## src/rtl/fifo_out_pkg.sv

```systemverilog
// Shared constants and word-layout helpers for the AXI-Stream output FIFO.
// A stored word is packed as {last, user, keep, data}, data in the LSBs.
package fifo_out_pkg;

  localparam int CDC_SYNC_STAGES = 2;

  function automatic int keep_lsb(input int dw);
    return dw;
  endfunction

  function automatic int user_lsb(input int dw);
    return dw + dw / 8;
  endfunction

  function automatic int last_bit(input int dw, input int uw);
    return dw + dw / 8 + uw;
  endfunction

  function automatic int word_width(input int dw, input int uw);
    return last_bit(dw, uw) + 1;
  endfunction

endpackage

```

## src/rtl/fifo_out_ram.sv

```systemverilog
// Simple dual-port storage: one write port, one registered read port.
// The read register holds its value while i_rd_en is low.
module fifo_out_ram #(
  parameter int    WIDTH   = 38,
  parameter int    DEPTH   = 64,
  parameter string MEMTYPE = "block",
  parameter int    AW      = $clog2(DEPTH)
) (
  input  logic             i_clk,
  input  logic             i_wr_en,
  input  logic [AW-1:0]    i_wr_addr,
  input  logic [WIDTH-1:0] i_wr_data,
  input  logic             i_rd_en,
  input  logic [AW-1:0]    i_rd_addr,
  output logic [WIDTH-1:0] o_rd_data
);

  logic [WIDTH-1:0] r_rd_data;

  generate
    if (MEMTYPE == "distributed") begin : g_dist
      (* ram_style = "distributed" *) logic [WIDTH-1:0] r_mem [DEPTH];
      always_ff @(posedge i_clk) begin
        if (i_wr_en) r_mem[i_wr_addr] <= i_wr_data;
        if (i_rd_en) r_rd_data <= r_mem[i_rd_addr];
      end
    end else begin : g_block
      (* ram_style = "block" *) logic [WIDTH-1:0] r_mem [DEPTH];
      always_ff @(posedge i_clk) begin
        if (i_wr_en) r_mem[i_wr_addr] <= i_wr_data;
        if (i_rd_en) r_rd_data <= r_mem[i_rd_addr];
      end
    end
  endgenerate

  assign o_rd_data = r_rd_data;

endmodule

```

## src/rtl/fifo_out_sync_tuser_pkt.sv

```systemverilog
// Synchronous FWFT FIFO feeding an AXI-Stream master (RAM -> read reg -> output reg).
// Define FIFO_OUT_PKT_MODE_EN for store-and-forward packet mode with cut-through fallback.
module fifo_out_sync_tuser_pkt #(
  parameter int    DATA_WIDTH = 32,
  parameter int    USER_WIDTH = 1,
  parameter int    DEPTH      = 64,
  parameter string MEMTYPE    = "block",
  parameter int    AWFULL_GAP = 4
) (
  input  logic                      CLK,
  input  logic                      RESETN,
  input  logic [DATA_WIDTH-1:0]     OUT_DIN_DATA,
  input  logic [DATA_WIDTH/8-1:0]   OUT_DIN_KEEP,
  input  logic [USER_WIDTH-1:0]     OUT_DIN_USER,
  input  logic                      OUT_DIN_LAST,
  input  logic                      OUT_WREN,
  output logic                      OUT_FULL,
  output logic                      OUT_AWFULL,
  output logic                      OUT_OVERFLOW,
  output logic [$clog2(DEPTH):0]    OUT_COUNT,
  output logic [DATA_WIDTH-1:0]     M_AXIS_TDATA,
  output logic [DATA_WIDTH/8-1:0]   M_AXIS_TKEEP,
  output logic [USER_WIDTH-1:0]     M_AXIS_TUSER,
  output logic                      M_AXIS_TLAST,
  output logic                      M_AXIS_TVALID,
  input  logic                      M_AXIS_TREADY
);

  import fifo_out_pkg::*;

  localparam int AW = $clog2(DEPTH);
  localparam int CW = AW + 1;
  localparam int KW = DATA_WIDTH / 8;
  localparam int WW = word_width(DATA_WIDTH, USER_WIDTH);
  localparam int KEEP_LSB = keep_lsb(DATA_WIDTH);
  localparam int USER_LSB = user_lsb(DATA_WIDTH);
  localparam int LAST_BIT = last_bit(DATA_WIDTH, USER_WIDTH);

  logic [CDC_SYNC_STAGES-1:0] r_rst_sync;
  logic                       w_rst_n;

  logic [AW-1:0]           r_wr_ptr, r_rd_ptr;
  logic [CW-1:0]           r_count, r_ram_cnt;
  logic [CW-1:0]           w_cnt_nxt, w_ram_cnt_nxt;
  logic                    r_full, r_awfull, r_ovf;
  logic                    r_rd_vld;
  logic                    r_out_vld;
  logic [DATA_WIDTH-1:0]   r_out_data;
  logic [KW-1:0]           r_out_keep;
  logic [USER_WIDTH-1:0]   r_out_user;
  logic                    r_out_last;

  logic [WW-1:0]           w_wr_word, w_rd_word;
  logic                    w_wr_acc, w_xfer, w_release;
  logic                    w_out_take, w_s1_move, w_ram_rd;

  // Assert immediately, release only after CDC_SYNC_STAGES clean clock edges.
  always_ff @(posedge CLK or negedge RESETN) begin
    if (!RESETN) r_rst_sync <= '0;
    else         r_rst_sync <= {r_rst_sync[CDC_SYNC_STAGES-2:0], 1'b1};
  end
  assign w_rst_n = r_rst_sync[CDC_SYNC_STAGES-1];

  assign w_wr_word  = {OUT_DIN_LAST, OUT_DIN_USER, OUT_DIN_KEEP, OUT_DIN_DATA};
  assign w_wr_acc   = OUT_WREN & ~r_full;
  assign w_xfer     = M_AXIS_TVALID & M_AXIS_TREADY;
  assign w_out_take = ~r_out_vld | w_xfer;
  assign w_s1_move  = r_rd_vld & w_out_take;
  assign w_ram_rd   = (r_ram_cnt != '0) & (~r_rd_vld | w_s1_move);

  fifo_out_ram #(
    .WIDTH   (WW),
    .DEPTH   (DEPTH),
    .MEMTYPE (MEMTYPE),
    .AW      (AW)
  ) u_ram (
    .i_clk     (CLK),
    .i_wr_en   (w_wr_acc),
    .i_wr_addr (r_wr_ptr),
    .i_wr_data (w_wr_word),
    .i_rd_en   (w_ram_rd),
    .i_rd_addr (r_rd_ptr),
    .o_rd_data (w_rd_word)
  );

  always_comb begin
    w_cnt_nxt = r_count;
    if (w_wr_acc && !w_xfer)      w_cnt_nxt = r_count + CW'(1);
    else if (!w_wr_acc && w_xfer) w_cnt_nxt = r_count - CW'(1);

    w_ram_cnt_nxt = r_ram_cnt;
    if (w_wr_acc && !w_ram_rd)      w_ram_cnt_nxt = r_ram_cnt + CW'(1);
    else if (!w_wr_acc && w_ram_rd) w_ram_cnt_nxt = r_ram_cnt - CW'(1);
  end

  always_ff @(posedge CLK or negedge w_rst_n) begin
    if (!w_rst_n) begin
      r_wr_ptr   <= '0;
      r_rd_ptr   <= '0;
      r_count    <= '0;
      r_ram_cnt  <= '0;
      r_full     <= 1'b0;
      r_awfull   <= 1'b0;
      r_ovf      <= 1'b0;
      r_rd_vld   <= 1'b0;
      r_out_vld  <= 1'b0;
      r_out_data <= '0;
      r_out_keep <= '0;
      r_out_user <= '0;
      r_out_last <= 1'b0;
    end else begin
      if (w_wr_acc) r_wr_ptr <= r_wr_ptr + AW'(1);
      if (w_ram_rd) r_rd_ptr <= r_rd_ptr + AW'(1);
      r_count   <= w_cnt_nxt;
      r_ram_cnt <= w_ram_cnt_nxt;
      r_full    <= (w_cnt_nxt == CW'(DEPTH));
      r_awfull  <= ((CW'(DEPTH) - w_cnt_nxt) <= CW'(AWFULL_GAP));
      r_ovf     <= OUT_WREN & r_full;
      r_rd_vld  <= w_ram_rd | (r_rd_vld & ~w_s1_move);
      r_out_vld <= w_s1_move | (r_out_vld & ~w_xfer);
      if (w_s1_move) begin
        r_out_data <= w_rd_word[DATA_WIDTH-1:0];
        r_out_keep <= w_rd_word[KEEP_LSB +: KW];
        r_out_user <= w_rd_word[USER_LSB +: USER_WIDTH];
        r_out_last <= w_rd_word[LAST_BIT];
      end
    end
  end

`ifdef FIFO_OUT_PKT_MODE_EN
  // r_pkt_cnt: complete packets held anywhere in the FIFO; r_cut: head packet
  // is larger than the FIFO and streams out before its TLAST arrives.
  logic [CW-1:0] r_pkt_cnt;
  logic          r_cut;
  logic          w_pkt_inc, w_pkt_dec;

  assign w_pkt_inc = w_wr_acc & OUT_DIN_LAST;
  assign w_pkt_dec = w_xfer & r_out_last;

  always_ff @(posedge CLK or negedge w_rst_n) begin
    if (!w_rst_n) begin
      r_pkt_cnt <= '0;
      r_cut     <= 1'b0;
    end else begin
      if (w_pkt_inc && !w_pkt_dec)      r_pkt_cnt <= r_pkt_cnt + CW'(1);
      else if (!w_pkt_inc && w_pkt_dec) r_pkt_cnt <= r_pkt_cnt - CW'(1);
      if (w_pkt_dec)                             r_cut <= 1'b0;
      else if (r_full && (r_pkt_cnt == '0))      r_cut <= 1'b1;
    end
  end

  assign w_release = (r_pkt_cnt != '0) | r_cut;
`else
  assign w_release = 1'b1;
`endif

  assign M_AXIS_TVALID = r_out_vld & w_release;
  assign M_AXIS_TDATA  = r_out_data;
  assign M_AXIS_TKEEP  = r_out_keep;
  assign M_AXIS_TUSER  = r_out_user;
  assign M_AXIS_TLAST  = r_out_last;
  assign OUT_FULL      = r_full;
  assign OUT_AWFULL    = r_awfull;
  assign OUT_OVERFLOW  = r_ovf;
  assign OUT_COUNT     = r_count;

endmodule

```

## config.mk

```make
export PLATFORM = sky130hd
export DESIGN_NAME = fifo_out_sync_tuser_pkt
export DESIGN_NICKNAME = d
export VERILOG_FILES = /design/src/rtl/fifo_out_pkg.sv /design/src/rtl/fifo_out_ram.sv /design/src/rtl/fifo_out_sync_tuser_pkt.sv
export SDC_FILE = /design/constraint.sdc
export NUM_CORES = 2
export LEC_CHECK = 0
export CAP_MARGIN = 20
export CORE_ASPECT_RATIO = 0.5
export CORE_MARGIN = 3
export CORE_UTILIZATION = 35
export DETAILED_ROUTE_END_ITERATION = 6
export PLACE_DENSITY_LB_ADDON = 0.2
export SETUP_SLACK_MARGIN = 0.4
export SYNTH_ARGS = -nofsm -noshare
export SYNTH_HDL_FRONTEND = slang
export SYNTH_SLANG_ARGS = --single-unit
```

## constraint.sdc

```tcl
create_clock -name CLK -period 2.8 [get_ports CLK]
set_input_delay 0.28 -clock CLK [delete_from_list [all_inputs] [get_ports CLK]]
set_output_delay 0.28 -clock CLK [all_outputs]
set_load 0.01 [all_outputs]
```

# ---- After elaboration in Yosys (flattened, before gate mapping)
# Memory sizes are Yosys's and may differ from the RTL's. A register that Yosys moved wholly into a read port is not among the register bits.
# Index checks and enable logic that the tools add are counted.
# W data, S select, Z words.
dict set report totals {
  register_bits 71
  latch_bits 0
  ramBits 2432
  rom_bits 0
  mem_count 1
}
# name depth width rd rd_ports_with_merged_regs write_ports line_no
set mem_list {}
lappend mem_list {u_ram.g_block.r_mem 64 38 1 1 1 fifo_out_ram.sv:28} ;# (* ram_style = "block" *) logic [WIDTH-1:0] r_mem [DEPTH];
dict set report classes {
  add_sub_neg 7
  n_mul 0
  div 0
  order_cmp 1
  eq_ne 1
  n_shift 0
  muxes 6
  n_bitwise 16
  n_reduce_logical 9
}
# op n
set op_table {}
lappend op_table {{$mux W7} 4}
lappend op_table {{$add A7 B1 Y7 const B} 2}
lappend op_table {{$sub A7 B1 Y7 const B} 2}
lappend op_table {{$add A6 B1 Y6 const B} 2}
lappend op_table {{$and A1 B1 Y1} 7}
lappend op_table {{$eq A7 B7 Y1 const B} 1}
lappend op_table {{$le A7 B3 Y1 const B} 1}
lappend op_table {{$reduce_bool A7 Y1} 1}
lappend op_table {{$sub A7 B7 Y7 const A} 1}
lappend op_table {{$not A1 Y1} 5}
lappend op_table {{$logic_and A1 B1 Y1} 4}
lappend op_table {{$or A1 B1 Y1} 4}
lappend op_table {{$logic_not A1 Y1} 3}
lappend op_table {{$mux W1} 2}
lappend op_table {{$reduce_bool A2 Y1} 1}

# ---- Longest topological paths before layout
dict set report logic_depth {
  depth_word 8
  depth_mapped 13
}

# ---- Modules after synthesis
# A second synthesis with hierarchy kept.
dict set report unflattened {
  cells_unflattened 4241
  hier_area_um2 96562.6
}
# module n_inst cells_each area_each_um2 seq_area_each_um2
set by_module_without_submodules {}
lappend by_module_without_submodules {fifo_out_ram 1 3989 93319.5 74171.1}
lappend by_module_without_submodules {fifo_out_sync_tuser_pkt 1 252 3243.1 1776.7}

# ---- Least setup slack after synthesis
# Ideal clock, no wire load.
dict set report synth_timing {
  kind {reg2reg}
  from {reg r_full, in the netlist OUT_FULL}
  to {mem u_ram.g_block.r_mem[40][0], enable pin}
  setup_time_ns 0.530
  t_arrival_ns 4.999
  required_time_ns 2.270
  path_slack_ns -2.729
  path_stages_with_launch 6
  path_buffers 1
  synth_period_minus_slack_ns 5.529
  cell_sequence {dfrtp_1 > nand2b_1 > inv_1 > buf_1 > nand4b_1 > nor4_1}
}
dict set report synth_via {
  elab_chain_len 4
}
# item line_no
set synth_lines {}
lappend synth_lines {{from (decl)} fifo_out_sync_tuser_pkt.sv:45} ;# logic r_full, r_awfull, r_ovf;
lappend synth_lines {{from (signal assigned)} fifo_out_sync_tuser_pkt.sv:116} ;# r_full <= (w_cnt_nxt == CW'(DEPTH));
lappend synth_lines {{$not A1 Y1} fifo_out_sync_tuser_pkt.sv:65} ;# assign w_wr_acc = OUT_WREN & ~r_full;
lappend synth_lines {{$and A1 B1 Y1} fifo_out_sync_tuser_pkt.sv:65}
lappend synth_lines {{net u_ram.i_wr_en} fifo_out_ram.sv:10} ;# input logic i_wr_en,
lappend synth_lines {{$mux W1} fifo_out_ram.sv:30} ;# if (i_wr_en) r_mem[i_wr_addr] <= i_wr_data;
lappend synth_lines {{$mux W1 (implied by the code)} fifo_out_ram.sv:30}
lappend synth_lines {{to (decl)} fifo_out_ram.sv:28}
# The timed path passes the listed nets, and every way through them passes these cells.

==> metrics.md <==
| Metric | Value |
|---|---|
| Final hold violations | `0` |
| Via density | `5.64` |
| Crit path top cell by count | `buf_12` |
| R2R Setup Slk | `-110 ps` |
| Comb power frac | `36.0%` |
| Register area | `0.0760 sq mm` |
| Die width | `751 um` |
| Die ar. | `0.284 sq mm` |
| Post-synth ARST share | `2.79%` |
| Relative slew slack | `27.3%` |
| Min Tclk post-route | `2910 ps` |
| Reg-to-reg critical path endpoint | `u_ram.o_rd_data[2]` |
| Hold Crit Endpoint | `u_ram.g_block.r_mem[8][32]` |
| Outcome | `finished with violations` |
| CP Class | `reg2reg` |
| Top_reg_cell synth | `edfxtp_1` |
| Final Setup Violations | `21` |
| Multi-input gate area in the final layout | `0.0215 sq mm` |
| Sequential share of the synthesized area | `78.1%` |
| CP delay by family, top | `multiplexers` |
| Unique masters post-synth | `63` |
| Largest net degree at the start of global routing | `65` |
| DRT Wirelength | `306000 um` |
| Place WS | `-433 ps` |
| Tightest Pin Transition | `1090 ps` |
| RD Place Congestion | `0.808` |
| Drt initial violations | `6092` |
| Average cell area after synthesis | `22.4 sq um` |
| R2R Path Start | `r_rd_ptr[0]` |
| Worst hold start | `OUT_DIN_KEEP[0]` |
| Violated checks | `negative setup slack` |
| First-pass GRT wire length | `417000 um` |
| Placement row count | `136` |
| Vias after detailed routing | `50700` |
| Initial Util | `35.3%` |
| Switching power | `37.7 mW` |
| DRT antenna net count | `0` |
| Max Used Layer | `met5` |
| Power per cell area | `1010 mW/mm^2` |
| IO buf count | `90` |
| CTS sink count | `2541` |
| Cell Area, Placed | `0.108 sq mm` |
| Kind of end point of the critical path | `flop` |
| Met3 routed wirelength | `22500 um` |
| CP arrival | `3520 ps` |
| Slowest-stage cell, CP | `dfrtp_4` |
| Met2 Routed Length | `143000 um` |
| Total congestion overflow | `0` |
| Clk root buf | `clkbuf_16` |
| Final worst path period share | `104%` |
| GRT Total Usage | `21.1%` |
| Crit-path cells | `buf_12 > buf_12 > clkbuf_16 > buf_12 > buf_8 > mux4_2 > mux2_4 > a221o_1 > nand3_2 > o31ai_2` |
| RSZ-0062 raised after global routing | `true` |
| Yosys reg bits | `2541` |
| CP Launch Type | `flop` |
| Final Hold Slack | `53.0 ps` |
| Max Cap Viol | `0` |
| CTS max path bufs | `4` |
| Net Count, Synth | `4401` |
| Data required, critical path | `3410 ps` |
| Seq pwr share | `37.4%` |
| Max VDD drop | `0.676 mV` |
| Layout cell share with drive strength beyond 1 | `35.6%` |
| WP buf/inv | `5` |
| Slew Viols, Final | `0` |
| Worst Reg-to-Reg Cells | `10` |
| EDFF count, synth | `2470` |
| Hold path depth | `1` |
| Area delta synth->final | `23.3%` |
| TritonCTS buffer count | `240` |
| Top Ports | `91` |
| Leakage | `38.7 nW` |
| Layout Cells excl Fill | `8988` |
| Int Pwr | `83.5 mW` |
| Chip Height | `379 um` |
| Reg clk slew, reported paths | `70 ps` |
| Wirelength per Cell | `34.1 um` |
| Max FO, Critical Path | `5` |
| DP Wirelength | `179000 um` |
| Synth Warn # | `0` |
| CTS tree | `built` |
| Post-route setup slack | `-110 ps` |
| Clock network fraction of design power | `26.7%` |
| Sw frac | `31.1%` |
| # placed instances | `8338` |
| Setup TNS Final | `-1100 ps` |
| Post-route DRC | `0` |
| Met1 wire length | `135000 um` |
| Worst min path class | `in2reg` |
| Post-synthesis instance area | `0.0972 sq mm` |
| Initial antenna violation count | `15` |
| Pre-antenna DRT Iters | `5` |
| Vias in the first global route | `50300` |
| Fillers | `23300` |
| Crit-path max cell delay | `530 ps` |
| Cell count after synthesis | `4348` |
| Fin Clk Skew | `61.3 ps` |
| H-Tree Depth | `4` |
| # nets final | `5184` |
| Fin area | `0.120 sq mm` |
| Maximum clock frequency | `344 MHz` |
| Clk Latency, worst-skew pair | `890 ps` |
| Core ar. | `0.275 sq mm` |
## per-layer routing
layer / GRT usage (%) / vias to the layer above
li1: - / 20000
met1: 31.0 / 28200
met2: 33.3 / 2112
met3: 3.40 / 343
met4: 4.09 / 2
met5: 0 / -
## state kept, by name, summed over array words and instances, names as in the netlist
signal / flops
r_rd_ptr: 6
M_AXIS_TDATA: 32
r_rst_sync: 2
r_rd_vld: 1
u_ram.o_rd_data: 38
OUT_FULL: 1
OUT_AWFULL: 1
M_AXIS_TLAST: 1
u_ram.g_block.r_mem: 2432
M_AXIS_TUSER: 1
OUT_COUNT: 7
OUT_OVERFLOW: 1
r_ram_cnt: 7
M_AXIS_TVALID: 1
M_AXIS_TKEEP: 4
r_wr_ptr: 6
## layout by cell type (no fill, tap or decap), types with 40 or more instances in the layout
| cell | Yosys | final |
|---|---|---|
| buf_6 | 29 | 53 |
| buf_12 | 0 | 220 |
| clkdlybuf4s50_1 | 0 | 52 |
| buf_4 | 27 | 318 |
| clkinv_1 | 0 | 51 |
| mux2i_1 | 241 | 232 |
| mux2_2 | 62 | 58 |
| edfxtp_1 | 2470 | 2470 |
| clkinv_2 | 0 | 45 |
| nor2_4 | 0 | 64 |
| dfrtp_1 | 71 | 64 |
| o22ai_1 | 58 | 40 |
| a21oi_1 | 60 | 48 |
| nand2_1 | 94 | 85 |
| clkbuf_1 | 99 | 53 |
| clkbuf_16 | 0 | 255 |
| mux4_2 | 557 | 557 |
## Yosys cell counts, types with 26 or more instances
library cell	number	area [sq um]
o221ai_1	30	263
nand2_1	94	353
nor2_1	101	379
a22oi_1	31	233
buf_1	30	113
dfrtp_1	71	1780
clkbuf_1	99	372
buf_6	29	327
a221oi_1	29	254
edfxtp_1	2470	74200
o22ai_1	58	363
nand3_1	26	130
buf_4	27	203
mux2_2	62	698
o21ai_0	38	190
a2111oi_0	28	245
a21oi_1	60	300
mux4_2	557	12500
mux2i_1	241	2410
buf_2	56	280
## power groups by stage
stage / logic (mW) / registers (mW) / clock network (mW)
finish: 43.6 / 45.3 / 32.3
global route: 45.6 / 45.4 / 34.4
CTS: 40.2 / 45.3 / 33.0
detailed placement: 36.6 / 46.2 / 0
global placement: 36.4 / 46.1 / 0
floorplan: 20.5 / 45.6 / 0
## timing repair
action,CTS,global route
hold buffers,10,20
resized for setup,182,192
setup buffers,52,74
pin swaps,29,68
hold endpoints to repair,246,703
setup endpoints to repair,72,50
cloned,16,16
## final cells by class
class | count | share of cell area, %
clock inverters | 136 | 1.09
multi-input cells | 1550 | 17.9
clock buffers | 301 | 5.27
well taps | 3657 | 3.82
inverters | 13 | 0.0511
flip-flops and latches | 2541 | 63.4
repair buffers | 785 | 8.46
diodes | 5 | 0.0104
## logic make-up after synthesis
| kind of cell | count (synthesis) | share of synthesized area, % |
|---|---|---|
| adders and majority gates | 13 | 0.170 |
| muxes | 864 | 16.2 |
| other | 1 | 0.00386 |
| and+or+nand+nor | 286 | 1.31 |
| buffers and inverters | 257 | 1.42 |
| DFF | 2541 | 78.1 |
| AOI/OAI and AO/OA | 366 | 2.63 |
| xor gates and xnor gates | 20 | 0.180 |
## worst max-delay path by stage
stage                 startpoint  depth (start not counted)  slack [ps]                         end
finish               r_rd_ptr[0]                         10        -110          u_ram.o_rd_data[2]
global route        r_ram_cnt[3]                         13        -190                r_ram_cnt[6]
CTS                  r_rd_ptr[0]                          8         -30          u_ram.o_rd_data[9]
detailed placement   r_rd_ptr[0]                          8        -430          u_ram.o_rd_data[5]
global placement     r_rd_ptr[0]                          9        -420         u_ram.o_rd_data[36]
floorplan               OUT_FULL                          5        -230  u_ram.g_block.r_mem[40][0]
## metrics by stage
step	util [%]	total power, mW
2_1_floorplan	-	66.1
3_3_place_gp	39.1	82.5
3_5_place_dp	39.1	82.8
4_1_cts	42.6	118
5_1_grt	43.5	125
6_report	43.5	121
Note: power is estimated with default switching activity, not from simulation.
